[config.mk]
export PLATFORM = sky130hd
export DESIGN_NAME = gate_table_tester_flat
export DESIGN_NICKNAME = d
export VERILOG_FILES = /design/src/rtl/gate_table_tester_if.sv /design/src/rtl/gate_table_tester.sv /design/src/flat_wrapper.sv
export SDC_FILE = /design/constraint.sdc
export NUM_CORES = 1
export LEC_CHECK = 0
export ABC_AREA = 1
export ABC_CLOCK_PERIOD_IN_PS = 2050
export CAP_MARGIN = 25
export CORE_ASPECT_RATIO = 1.1
export CORE_MARGIN = 2
export CORE_UTILIZATION = 36
export CTS_CLUSTER_SIZE = 40
export DETAILED_ROUTE_END_ITERATION = 10
export GPL_TIMING_DRIVEN = 0
export PLACE_DENSITY_LB_ADDON = 0.15
export RECOVER_POWER = 100
export SKIP_LAST_GASP = 1
export SLEW_MARGIN = 20
export SYNTH_ARGS = -nofsm -noshare
export SYNTH_HDL_FRONTEND = slang
export SYNTH_SLANG_ARGS = --single-unit
[constraint.sdc]
create_clock -name clk -period 2.05 [get_ports clk]
set_input_delay 0.205 -clock clk [delete_from_list [all_inputs] [get_ports clk]]
set_output_delay 0.205 -clock clk [all_outputs]
set_load 0.05 [all_outputs]
[src/rtl/gate_table_tester_if.sv]
// ---------------------------------------------------------------------------
// gate_table_tester_if
// Bundles the run-control handshake, the gate-block drive/sample lines and
// the result flags of gate_table_tester.
//   start      : run request into the tester
//   s_in[7:0]  : gate-block outputs sampled by the tester
//   e0, e1     : drive to the gate-block inputs
//   busy, done : run-in-progress level and end-of-run pulse
//   pass       : last completed run had no mismatch
//   fail_mask  : per-gate mismatch flags
//   fail_vec   : per-vector mismatch flags
// slave modport  : the tester itself.
// master modport : whatever requests runs and hosts the gate block.
// Revision: 1.0 - initial release
// ---------------------------------------------------------------------------
`default_nettype none

interface gate_table_tester_if;
  logic       start;
  logic [7:0] s_in;
  logic       e0;
  logic       e1;
  logic       busy;
  logic       done;
  logic       pass;
  logic [7:0] fail_mask;
  logic [3:0] fail_vec;

  modport slave (
    input  start, s_in,
    output e0, e1, busy, done, pass, fail_mask, fail_vec
  );

  modport master (
    output start, s_in,
    input  e0, e1, busy, done, pass, fail_mask, fail_vec
  );
endinterface

`default_nettype wire

[src/rtl/gate_table_tester.sv]
// ---------------------------------------------------------------------------
// gate_table_tester
// Truth-table driver and checker for a two-input logic-gate block.
// Steps {e1,e0} through 00,01,10,11, holds each vector for SETTLE+1 cycles,
// samples the eight gate outputs in the last cycle of each vector and
// compares them against the golden AND/OR/XOR/NAND/NOR/XNOR/NOT/YES values.
// Ports:
//   clk    : system clock, rising edge
//   rst_n  : asynchronous active-low reset
//   bus    : gate_table_tester_if.slave (start, s_in, e0, e1, busy, done,
//            pass, fail_mask, fail_vec)
// Parameters:
//   SETTLE : cycles e0/e1 are held before the sample cycle (0..255)
//   CNT_W  : settle counter width, must hold SETTLE
// Revision: 1.0 - initial release
// ---------------------------------------------------------------------------
`default_nettype none

module gate_table_tester #(
  parameter int SETTLE = 2,
  parameter int CNT_W  = 8
) (
  input  wire                   clk,
  input  wire                   rst_n,
  gate_table_tester_if.slave    bus
);

  typedef enum logic [1:0] {
    ST_IDLE   = 2'd0,
    ST_WAIT   = 2'd1,
    ST_SAMPLE = 2'd2,
    ST_DONE   = 2'd3
  } state_t;

  // With SETTLE=0 there is no wait phase and every vector is a single
  // sample cycle; the reload value is then never used.
  localparam bit               c_HAS_WAIT = (SETTLE > 0);
  localparam logic [CNT_W-1:0] c_RELOAD   = (SETTLE > 0) ? CNT_W'(SETTLE - 1) : '0;
  localparam state_t           c_AFTER_SET = c_HAS_WAIT ? ST_WAIT : ST_SAMPLE;

  state_t           r_state;
  logic [1:0]       r_idx;
  logic [CNT_W-1:0] r_cnt;
  logic             r_e0;
  logic             r_e1;
  logic             r_busy;
  logic             r_done;
  logic             r_pass;
  logic [7:0]       r_fail_mask;
  logic [3:0]       r_fail_vec;

  logic [7:0]       w_expected;
  logic [7:0]       w_diff;

  // Golden outputs as s7..s0 for the vector currently driven.
  always_comb begin
    w_expected = 8'h00;
    case (r_idx)
      2'd0: w_expected = 8'h78;
      2'd1: w_expected = 8'h8E;
      2'd2: w_expected = 8'h4E;
      2'd3: w_expected = 8'hA3;
      default: w_expected = 8'h00;
    endcase
  end

  assign w_diff = bus.s_in ^ w_expected;

  always_ff @(posedge clk or negedge rst_n) begin
    if (!rst_n) begin
      r_state     <= ST_IDLE;
      r_idx       <= 2'd0;
      r_cnt       <= '0;
      r_e0        <= 1'b0;
      r_e1        <= 1'b0;
      r_busy      <= 1'b0;
      r_done      <= 1'b0;
      r_pass      <= 1'b0;
      r_fail_mask <= 8'h00;
      r_fail_vec  <= 4'h0;
    end else begin
      r_done <= 1'b0;
      case (r_state)
        ST_IDLE: begin
          if (bus.start) begin
            r_fail_mask <= 8'h00;
            r_fail_vec  <= 4'h0;
            r_pass      <= 1'b0;
            r_idx       <= 2'd0;
            r_e0        <= 1'b0;
            r_e1        <= 1'b0;
            r_busy      <= 1'b1;
            r_cnt       <= c_RELOAD;
            r_state     <= c_AFTER_SET;
          end
        end

        ST_WAIT: begin
          if (r_cnt == '0) begin
            r_state <= ST_SAMPLE;
          end else begin
            r_cnt <= r_cnt - CNT_W'(1);
          end
        end

        ST_SAMPLE: begin
          r_fail_mask <= r_fail_mask | w_diff;
          if (w_diff != 8'h00) begin
            r_fail_vec[r_idx] <= 1'b1;
          end
          if (r_idx != 2'd3) begin
            r_idx        <= r_idx + 2'd1;
            {r_e1, r_e0} <= r_idx + 2'd1;
            r_cnt        <= c_RELOAD;
            r_state      <= c_AFTER_SET;
          end else begin
            // Outputs are registered, so the DONE-cycle values are loaded
            // here; pass has to fold in the final sample directly.
            r_done  <= 1'b1;
            r_busy  <= 1'b0;
            r_pass  <= ((r_fail_mask | w_diff) == 8'h00);
            r_e0    <= 1'b0;
            r_e1    <= 1'b0;
            r_state <= ST_DONE;
          end
        end

        ST_DONE: begin
          r_state <= ST_IDLE;
        end

        default: r_state <= ST_IDLE;
      endcase
    end
  end

  assign bus.e0        = r_e0;
  assign bus.e1        = r_e1;
  assign bus.busy      = r_busy;
  assign bus.done      = r_done;
  assign bus.pass      = r_pass;
  assign bus.fail_mask = r_fail_mask;
  assign bus.fail_vec  = r_fail_vec;

endmodule

`default_nettype wire

[src/flat_wrapper.sv]
// flat-port wrapper written by rule: the top's interface ports become plain ports
module gate_table_tester_flat 
#(
  parameter int SETTLE = 2,
  parameter int CNT_W  = 8
)
  (clk, rst_n, bus_start, bus_s_in, bus_e0, bus_e1, bus_busy, bus_done, bus_pass, bus_fail_mask, bus_fail_vec);
  gate_table_tester_if bus_i ();
  input  wire clk;
  input  wire rst_n;
  input wire logic [$bits(bus_i.start)-1:0] bus_start;
  input wire logic [$bits(bus_i.s_in)-1:0] bus_s_in;
  output wire logic [$bits(bus_i.e0)-1:0] bus_e0;
  output wire logic [$bits(bus_i.e1)-1:0] bus_e1;
  output wire logic [$bits(bus_i.busy)-1:0] bus_busy;
  output wire logic [$bits(bus_i.done)-1:0] bus_done;
  output wire logic [$bits(bus_i.pass)-1:0] bus_pass;
  output wire logic [$bits(bus_i.fail_mask)-1:0] bus_fail_mask;
  output wire logic [$bits(bus_i.fail_vec)-1:0] bus_fail_vec;
  assign bus_i.start = bus_start;
  assign bus_i.s_in = bus_s_in;
  assign bus_e0 = bus_i.e0;
  assign bus_e1 = bus_i.e1;
  assign bus_busy = bus_i.busy;
  assign bus_done = bus_i.done;
  assign bus_pass = bus_i.pass;
  assign bus_fail_mask = bus_i.fail_mask;
  assign bus_fail_vec = bus_i.fail_vec;
  gate_table_tester #(.SETTLE(SETTLE), .CNT_W(CNT_W)) u_core (.clk(clk), .rst_n(rst_n), .bus(bus_i));
endmodule
==> results of run 1 <==
## how the worst max path moves through the flow
stage                                   to  cells past startpoint
finish                     u_core.r_idx[0]                      7
global route               u_core.r_idx[0]                      7
CTS                        u_core.bus.pass                     10
detailed placement         u_core.bus.pass                     10
global placement             u_core.bus.e1                      1
floorplan           u_core.bus.fail_vec[0]                     12
## Yosys cell counts
master    instances
inv_2             4
o22ai_1           1
a21oi_1           3
nor3_1            2
xor2_1            3
nor2_1           25
nand2_1          76
xnor2_1           1
nand4_1           2
inv_4             1
nand3b_1          4
nand2_2           3
nand3_1          16
inv_1            27
nand2_4           1
or2_2             2
ha_1              6
o21ai_1           2
dfrtp_1          29
nor2_4            3
nor2_2            3
a21o_1            1
o21ai_0          11
## worst max-delay path: cells and delay by family (launching register included)
kind | cells | cell delay [ns]
DFF | 1 | 0.43
buffers and inverters | 2 | 0.35
and+or+nand+nor | 4 | 0.87
AOI/OAI and AO/OA | 1 | 0.09
## cell families after synthesis
family	Yosys count
and+or+nand+nor	137
adders and majority gates	6
buffers and inverters	32
DFF	29
xor gates and xnor gates	4
AOI/OAI and AO/OA	18
## area by class of cell
cell class,instances,area (µm²)
well taps,54,67.56
multi-input cells,165,793.3
inverters,32,122.6
flip-flops and latches,29,725.7
clock buffers,8,80.08
repair buffers,28,275.3
fillers,480,2315
## state kept, by name, indices dropped and copies added, names as in the netlist
signal / cells
u_core.r_cnt: 8
u_core.bus.e1: 1
u_core.r_idx: 2
u_core.r_state: 2
u_core.bus.fail_vec: 4
u_core.bus.busy: 1
u_core.bus.pass: 1
u_core.bus.fail_mask: 8
u_core.bus.done: 1
u_core.bus.e0: 1
## power by group through the flow
stage / clock network [mW] / logic [mW] / registers (mW)
CTS: 0.464 / 1.41 / 0.853
detailed placement: 0 / 1.40 / 0.860
global route: 0.495 / 1.54 / 0.868
global placement: 0 / 1.38 / 0.858
floorplan: 0 / 0.844 / 1.04
finish: 0.439 / 1.34 / 0.842
## per-stage QoR
stage | area (µm²) | setup slack [ns]
2_1_floorplan | 1659 | 0.5784
3_3_place_gp | 1997 | 0.1553
3_5_place_dp | 1992 | 0.3117
4_1_cts | 2082 | 0.2892
5_1_grt | 2064 | 0.05616
6_report | 2064 | 0.1957
## timing repair
action,CTS,global route
endpoints found under the hold margin,28,0
setup buffers,0,0
hold buffers,1,0
## routing by layer
metal,GRT usage,share of wire
met5,0,0
met2,0.2821,0.49
met3,0.05232,0.050
met1,0.2056,0.44
met4,0.06536,0.014
==> results.cfg, run 1 <==
[detailed_routing]
drt_iter0_markers = 51
num_vias = 1461
totalWireLength_um = 3649
viasPerCell = 4.623
drc = 0
wl_per_cell_um = 11.55
ant_nets = 0
dr.pass1.iters = 4

[hold_path]
hold_end = u_core.bus.e0
hold_depth = 2
min_path_type = flop to flop
min_from = u_core.bus.e0

[synth]
ys_warn_count = 0
synth-adder-area-share = 0.04525
synth_compound_area_frac = 0.05656
avgSynthCellArea_um2 = 7.341
synthXorXnorAreaFrac = 0.02112
yosys.area.top_type = dfrtp_1
synth_cells = 226
yosys-top-cells-area = dfrtp_1 (44%), nand2_1 (17%), inv_1 (6.1%)
synth_top_family_by_area = simple AND/OR/NAND/NOR gates
synth_simple_gate_area_frac = 0.3658
syn_nets = 243
yosysSeqAreaShare = 0.4374
synth_area_um2 = 1659
synth_seq_cells = 29
yosysUniqueCellTypes = 23
synth_top_area_frac = 0.4374
synthMuxAreaShare = 0

[cells_and_area]
layout_commonest_cell = nand2_1
area_delta_synth_final_pct = 24.43
fin_nets = 278
stdcell_count = 316
layout_common_cells = nand2_1 (78), inv_1 (29), dfrtp_1 (29), nor2_1 (28), dlygate4sd3_1 (18)
final_util = 0.4714
drive_gt1_frac = 0.06107
diodes = 0

[placement]
port_buffers = 27
dp_cells = 307
gp_congestion = 0.8151
post-dp-hpwl_um = 2738

[clocking]
cts_buffers = 5
clockBufferDepth = 2
insertion_delay_ns = 0.27
cts_resized = 0
cts.htree.levels = 2
tritoncts = yes
clk_pin_slew_ns = 0.05
cts_sinks = 29
cts_root_buf = clkbuf_8

[power_and_ir_drop]
cellPowerDensity_nw_per_um2 = 1270
power_frac_clock = 0.167
comb_power_share = 0.512
p_leak_nw = 1.129
switchingPower_mw = 1.226
vdd_drop_max_uv = 573.7
p_seq_frac = 0.321
p_int_mw = 1.396
finalPower_mw = 2.622
switching_share = 0.4675

[global_route]
antenna_found_initial = 0
grt_usage = 0.1699
grt_pass1_wl_um = 6423
grt_remaining_overflow = 0
grt_max_degree = 30
grt_pass1_vias = 1461

[floorplanning]
core_area_um2 = 4379
die_h_um = 75.20
io_pins = 28
rows = 25
die_w_um = 68.73
initial_core_util = 0.3789
dieArea_um2 = 5168

[timing]
tightest_slew_ns = 0.7430
slew_headroom = 0.5047
finalSetupViolations = 0
hold_violations = 0
drv_slew = 0
finalClockSkew_ns = 0.006258
fin_tns_setup_ns = 0
max_freq_mhz = 539.3
rsz0062_at_grt = false
holdWs_ns = 0.4752
fin_crit_sh = 0.9045
period_minus_slack_ns = 1.854

[job]
drv_cap = 0

[critical_path]
ff2ff_path_depth = 7
critPathMaxFanout = 10
r2r_start = u_core.r_state[0]
crit_path_start = u_core.r_state[0]
cp_data_required_time_ns = 2.20
critPathKind = flop to flop
cp-start-kind = flop
cp_data_arrival_time_ns = 2.00
rr_endpoint = u_core.r_idx[0]
r2r_slack_ns = 0.20
slowest_delay_ns = 0.52
crit_top_cell = nor2_1
path_cells = inv_1 -> nand2_1 -> nor2_1 -> nor2_1 -> inv_2 -> nor2_1 -> o21ai_0
end_kind = flop
cp_slowest_cell = nor2_1

[run_status]
status = completed
Power figures use the tool's default switching activity.
==> run 2: changes to the inputs <==
GPL_TIMING_DRIVEN = default   (was 0)
==> results.cfg, run 2 (synthesized netlist as in run 1, its figures left out) <==
[run_status]
status = completed

[critical_path]
ff2ff_path_depth = 8
cp_data_arrival_time_ns = 1.54
path_cells = dlygate4sd3_1
critPathKind = flop to primary output
critPathMaxFanout = 3
critical_path_buf_inv_count = 1
r2r_start = u_core.r_state[0]
cp_data_required_time_ns = 1.85
slowest_delay_ns = 0.89
cp_top_family = buffers and inverters
end_kind = primary output
rr_endpoint = u_core.r_cnt[3]
cp_slowest_cell = dlygate4sd3_1
cp-start-kind = flop
r2r_slack_ns = 0.31

[cells_and_area]
multiInputGateArea_um2 = 800.8
fill_cells = 458
layout_common_cells = nand2_1 (79), inv_1 (30), dfrtp_1 (29), nor2_1 (26), dlygate4sd3_1 (18)
fin_nets = 278
drive_gt1_frac = 0.06513
regArea_um2 = 725.7
diodes = 0
area_delta_synth_final_pct = 25.26
layout_commonest_cell = nand2_1
stdcell_count = 315

[power_and_ir_drop]
p_seq_frac = 0.316
finalPower_mw = 2.672
switching_share = 0.4661
comb_power_share = 0.507
vdd_drop_max_uv = 598.2
switchingPower_mw = 1.245
p_leak_nw = 1.133
p_int_mw = 1.426
cellPowerDensity_nw_per_um2 = 1285
power_frac_clock = 0.177

[detailed_routing]
viasPerCell = 4.657
ant_nets = 0
totalWireLength_um = 3713
drc = 0
num_vias = 1467
drt_iter0_markers = 155
wl_per_cell_um = 11.79
dr.pass1.iters = 4

[hold_path]
hold_depth = 2
min_path_type = flop to flop
hold_end = u_core.bus.e0
min_from = u_core.bus.e0

[clocking]
cts_sinks = 29
cts_setup_buffers = 0
hold_buffers = 0
insertion_delay_ns = 0.28
cts_resized = 0
clockBufferDepth = 2
cts_root_buf = clkbuf_8
tritoncts = yes
cts.htree.levels = 2
cts_buffers = 5
clk_pin_slew_ns = 0.06

[timing]
finalClockSkew_ns = 0.005029
setup_slack_ns = 0.3099
rsz0062_at_grt = false
holdWs_ns = 0.4779
slew_headroom = 0.5210
period_minus_slack_ns = 1.740
finalSetupViolations = 0
hold_violations = 0
fin_crit_sh = 0.8488
fin_tns_setup_ns = 0
max_freq_mhz = 574.7
drv_slew = 0
tightest_slew_ns = 0.7185

[placement]
dp_cells = 308
post-dp-hpwl_um = 2791
post-place-ws_ns = 0.3498
gp_congestion = 0.8383
port_buffers = 27

[floorplanning]
core_area_um2 = 4379
die_w_um = 68.73
die_h_um = 75.20
initial_core_util = 0.3789
io_pins = 28
rows = 25
dieArea_um2 = 5168

[global_route]
grt_remaining_overflow = 0
grt_max_degree = 30
antenna_found_initial = 0
grt_pass1_vias = 1380
grt_pass1_wl_um = 6154
grt_usage = 0.1652

[job]
drv_cap = 0
## run 2: power by group through the flow
stage	Sequential [mW]	Combinational [mW]	Clock [mW]
after detailed placement	0.857	1.40	0
after global placement	0.859	1.39	0
after CTS	0.849	1.41	0.491
final	0.845	1.35	0.472
after floorplan	1.04	0.844	0
after global routing	0.868	1.54	0.518
## run 2: layout make-up
cell class / count / area share
Clock buffer: 7 / 0.04154
Inverter: 32 / 0.05900
Multi-Input combinational cell: 165 / 0.3853
Sequential cell: 29 / 0.3492
Tap cell: 54 / 0.03251
Timing Repair Buffer: 28 / 0.1325
## run 2: per-stage QoR
| stage | utilization | instance area, µm² |
|---|---|---|
| detailed placement | 0.4577 | 2004 |
| floorplan | - | 1659 |
| global placement | 0.4577 | 2004 |
| finish | 0.4746 | 2078 |
| CTS | 0.4774 | 2091 |
| global route | 0.4746 | 2078 |
## run 2: routing by layer
| layer | vias to the layer above | global-route usage | share of wire |
|---|---|---|---|
| li1 | 770 | - | - |
| met1 | 655 | 0.1998 | 0.47 |
| met2 | 34 | 0.2650 | 0.45 |
| met3 | 8 | 0.04933 | 0.054 |
| met4 | 0 | 0.08497 | 0.027 |
| met5 | - | 0 | 0 |
## run 2: worst max path at each step
| stage | startpoint | to | slack (ns) | cells past startpoint |
|---|---|---|---|---|
| 6_report | u_core.bus.fail_mask[0] | bus_fail_mask[0] | 0.31 | 1 |
| 5_1_grt | u_core.r_idx[0] | u_core.bus.fail_vec[2] | 0.1 | 12 |
| 4_1_cts | u_core.r_idx[0] | u_core.bus.pass | 0.33 | 10 |
| 3_5_place_dp | u_core.r_idx[0] | u_core.bus.pass | 0.35 | 10 |
| 3_3_place_gp | u_core.r_idx[1] | u_core.bus.pass | 0.35 | 10 |
| 2_1_floorplan | u_core.r_idx[0] | u_core.bus.fail_vec[0] | 0.58 | 12 |
==> run 3: changes to the inputs <==
ABC_CLOCK_PERIOD_IN_PS = 1500   (was 2050)
clock period = 1.5 ns   (was 2.05 ns; I/O delays follow)
==> results.cfg, run 3 (synthesized netlist as in run 1, its figures left out) <==
[floorplanning]
die_w_um = 68.73
initial_core_util = 0.3789
core_area_um2 = 4379
rows = 25
dieArea_um2 = 5168
die_h_um = 75.20
io_pins = 28

[clocking]
clk_pin_slew_ns = 0.06
clockBufferDepth = 2
cts_sinks = 29
tritoncts = yes
cts_buffers = 5
hold_buffers = 0
cts_root_buf = clkbuf_8
cts.htree.levels = 2
insertion_delay_ns = 0.28

[critical_path]
cp_top_family = simple AND/OR/NAND/NOR gates
end_kind = flop
critPathMaxFanout = 3
critPathKind = flop to flop
cp_data_required_time_ns = 1.71
slowest_delay_ns = 0.43
cp-start-kind = flop
crit_top_cell = nand2_1
critical_path_buf_inv_count = 2
cp_data_arrival_time_ns = 1.81
cp_slowest_cell = dfrtp_1
path_cells = buf_4 -> ha_2 -> inv_1 -> nand2_1 -> nand3b_1 -> nand2_2 -> or2_4 -> nor2_1 -> nand2_1 -> nand2_1

[timing]
tightest_slew_ns = 0.7559
fin_crit_sh = 1.066
holdWs_ns = 0.4625
max_freq_mhz = 625.3
rsz0062_at_grt = true
period_minus_slack_ns = 1.599
finalClockSkew_ns = 0.009011
hold_violations = 0
slew_headroom = 0.4960
setup_slack_ns = -0.09926
finalSetupViolations = 6
drv_slew = 0

[cells_and_area]
regArea_um2 = 725.7
final_cell_area_um2 = 2331
diodes = 0
fill_cells = 462
multiInputGateArea_um2 = 937.1
layout_common_cells = nand2_1 (69), dfrtp_1 (29), buf_4 (28), inv_1 (22), nor2_1 (19)
stdcell_count = 342
fin_nets = 305
drive_gt1_frac = 0.2743
area_delta_synth_final_pct = 40.50
layout_commonest_cell = nand2_1

[detailed_routing]
viasPerCell = 4.787
wl_per_cell_um = 12.20
drc = 0
num_vias = 1637
totalWireLength_um = 4171
dr.pass1.iters = 4
ant_nets = 0
drt_iter0_markers = 76

[run_status]
status = finished with violations
violations = negative setup slack

[global_route]
grt_remaining_overflow = 0
grt_pass1_wl_um = 6989
antenna_found_initial = 0
grt_usage = 0.1847
grt_pass1_vias = 1602
grt_max_degree = 30

[power_and_ir_drop]
cellPowerDensity_nw_per_um2 = 1830
p_leak_nw = 1.202
finalPower_mw = 4.266
vdd_drop_max_uv = 980.3

[placement]
port_buffers = 27
gp_congestion = 0.7957
placed_cell_area_um2 = 2120
post-place-ws_ns = -0.1389
post-dp-hpwl_um = 3003
dp_cells = 329

[hold_path]
min_path_type = input port to async pin

[job]
drv_cap = 0
run 3: changes by cell type in the layout (fill, tap and decap cells not counted), moves of 8 or more:
cell and delta:
buf_4 +28, dlygate4sd3_1 -17, clkbuf_1 +13, nand2_1 -10
nand2_2 +10, inv_1 -8
run 3: area by class of cell:
cell class,count,share of cell area
sequential,29,0.3113
inverter,32,0.05475
timing repair buffer,54,0.1659
tap,54,0.02899
clock buffer,7,0.03704
multi-input combinational,166,0.4020
run 3: power by group:
part / total, mW / internal [mW] / switching, mW
combinational: 2.43 / 0.954 / 1.48
sequential: 1.19 / 0.987 / 0.199
clock: 0.646 / 0.363 / 0.282
total: 4.27 / 2.30 / 1.96
run 3: path summary, 6_finish.rpt:
check	from	to	slack, ns	depth (start not counted)
worst max-delay path	u_core.r_idx[0]	u_core.bus.pass	-0.1	10
worst min-delay path	rst_n	u_core.bus.fail_vec[1]	0.46	2
worst max register to register	u_core.r_idx[0]	u_core.bus.pass	-0.1	10
worst min register to register	u_core.bus.e0	u_core.bus.e0	0.48	2
max in group asynchronous	rst_n	u_core.bus.e1	0.54	2
min in group clk	u_core.bus.e0	u_core.bus.e0	0.48	2
run 3: metal layers:
layer / track usage / share of wire / vias up
met3: 0.04783 / 0.049 / 16
met5: 0 / 0 / -
met2: 0.3194 / 0.48 / 41
li1: - / - / 827
met4: 0.09150 / 0.037 / 0
met1: 0.2092 / 0.43 / 753
run 3: repair_timing:
action	in CTS	in global routing
pin swaps	6	6
endpoints found under the setup margin	15	17
buffers inserted	0	5
resized for setup	16	25
gates cloned	1	0
run 3: stage by stage:
step,utilization,TNS [ns]
after floorplan,-,0
after global placement,0.4840,-1.363
after detailed placement,0.4840,-1.412
after CTS,0.5186,-0.3473
after global routing,0.5323,-1.095
final,0.5323,-0.4400
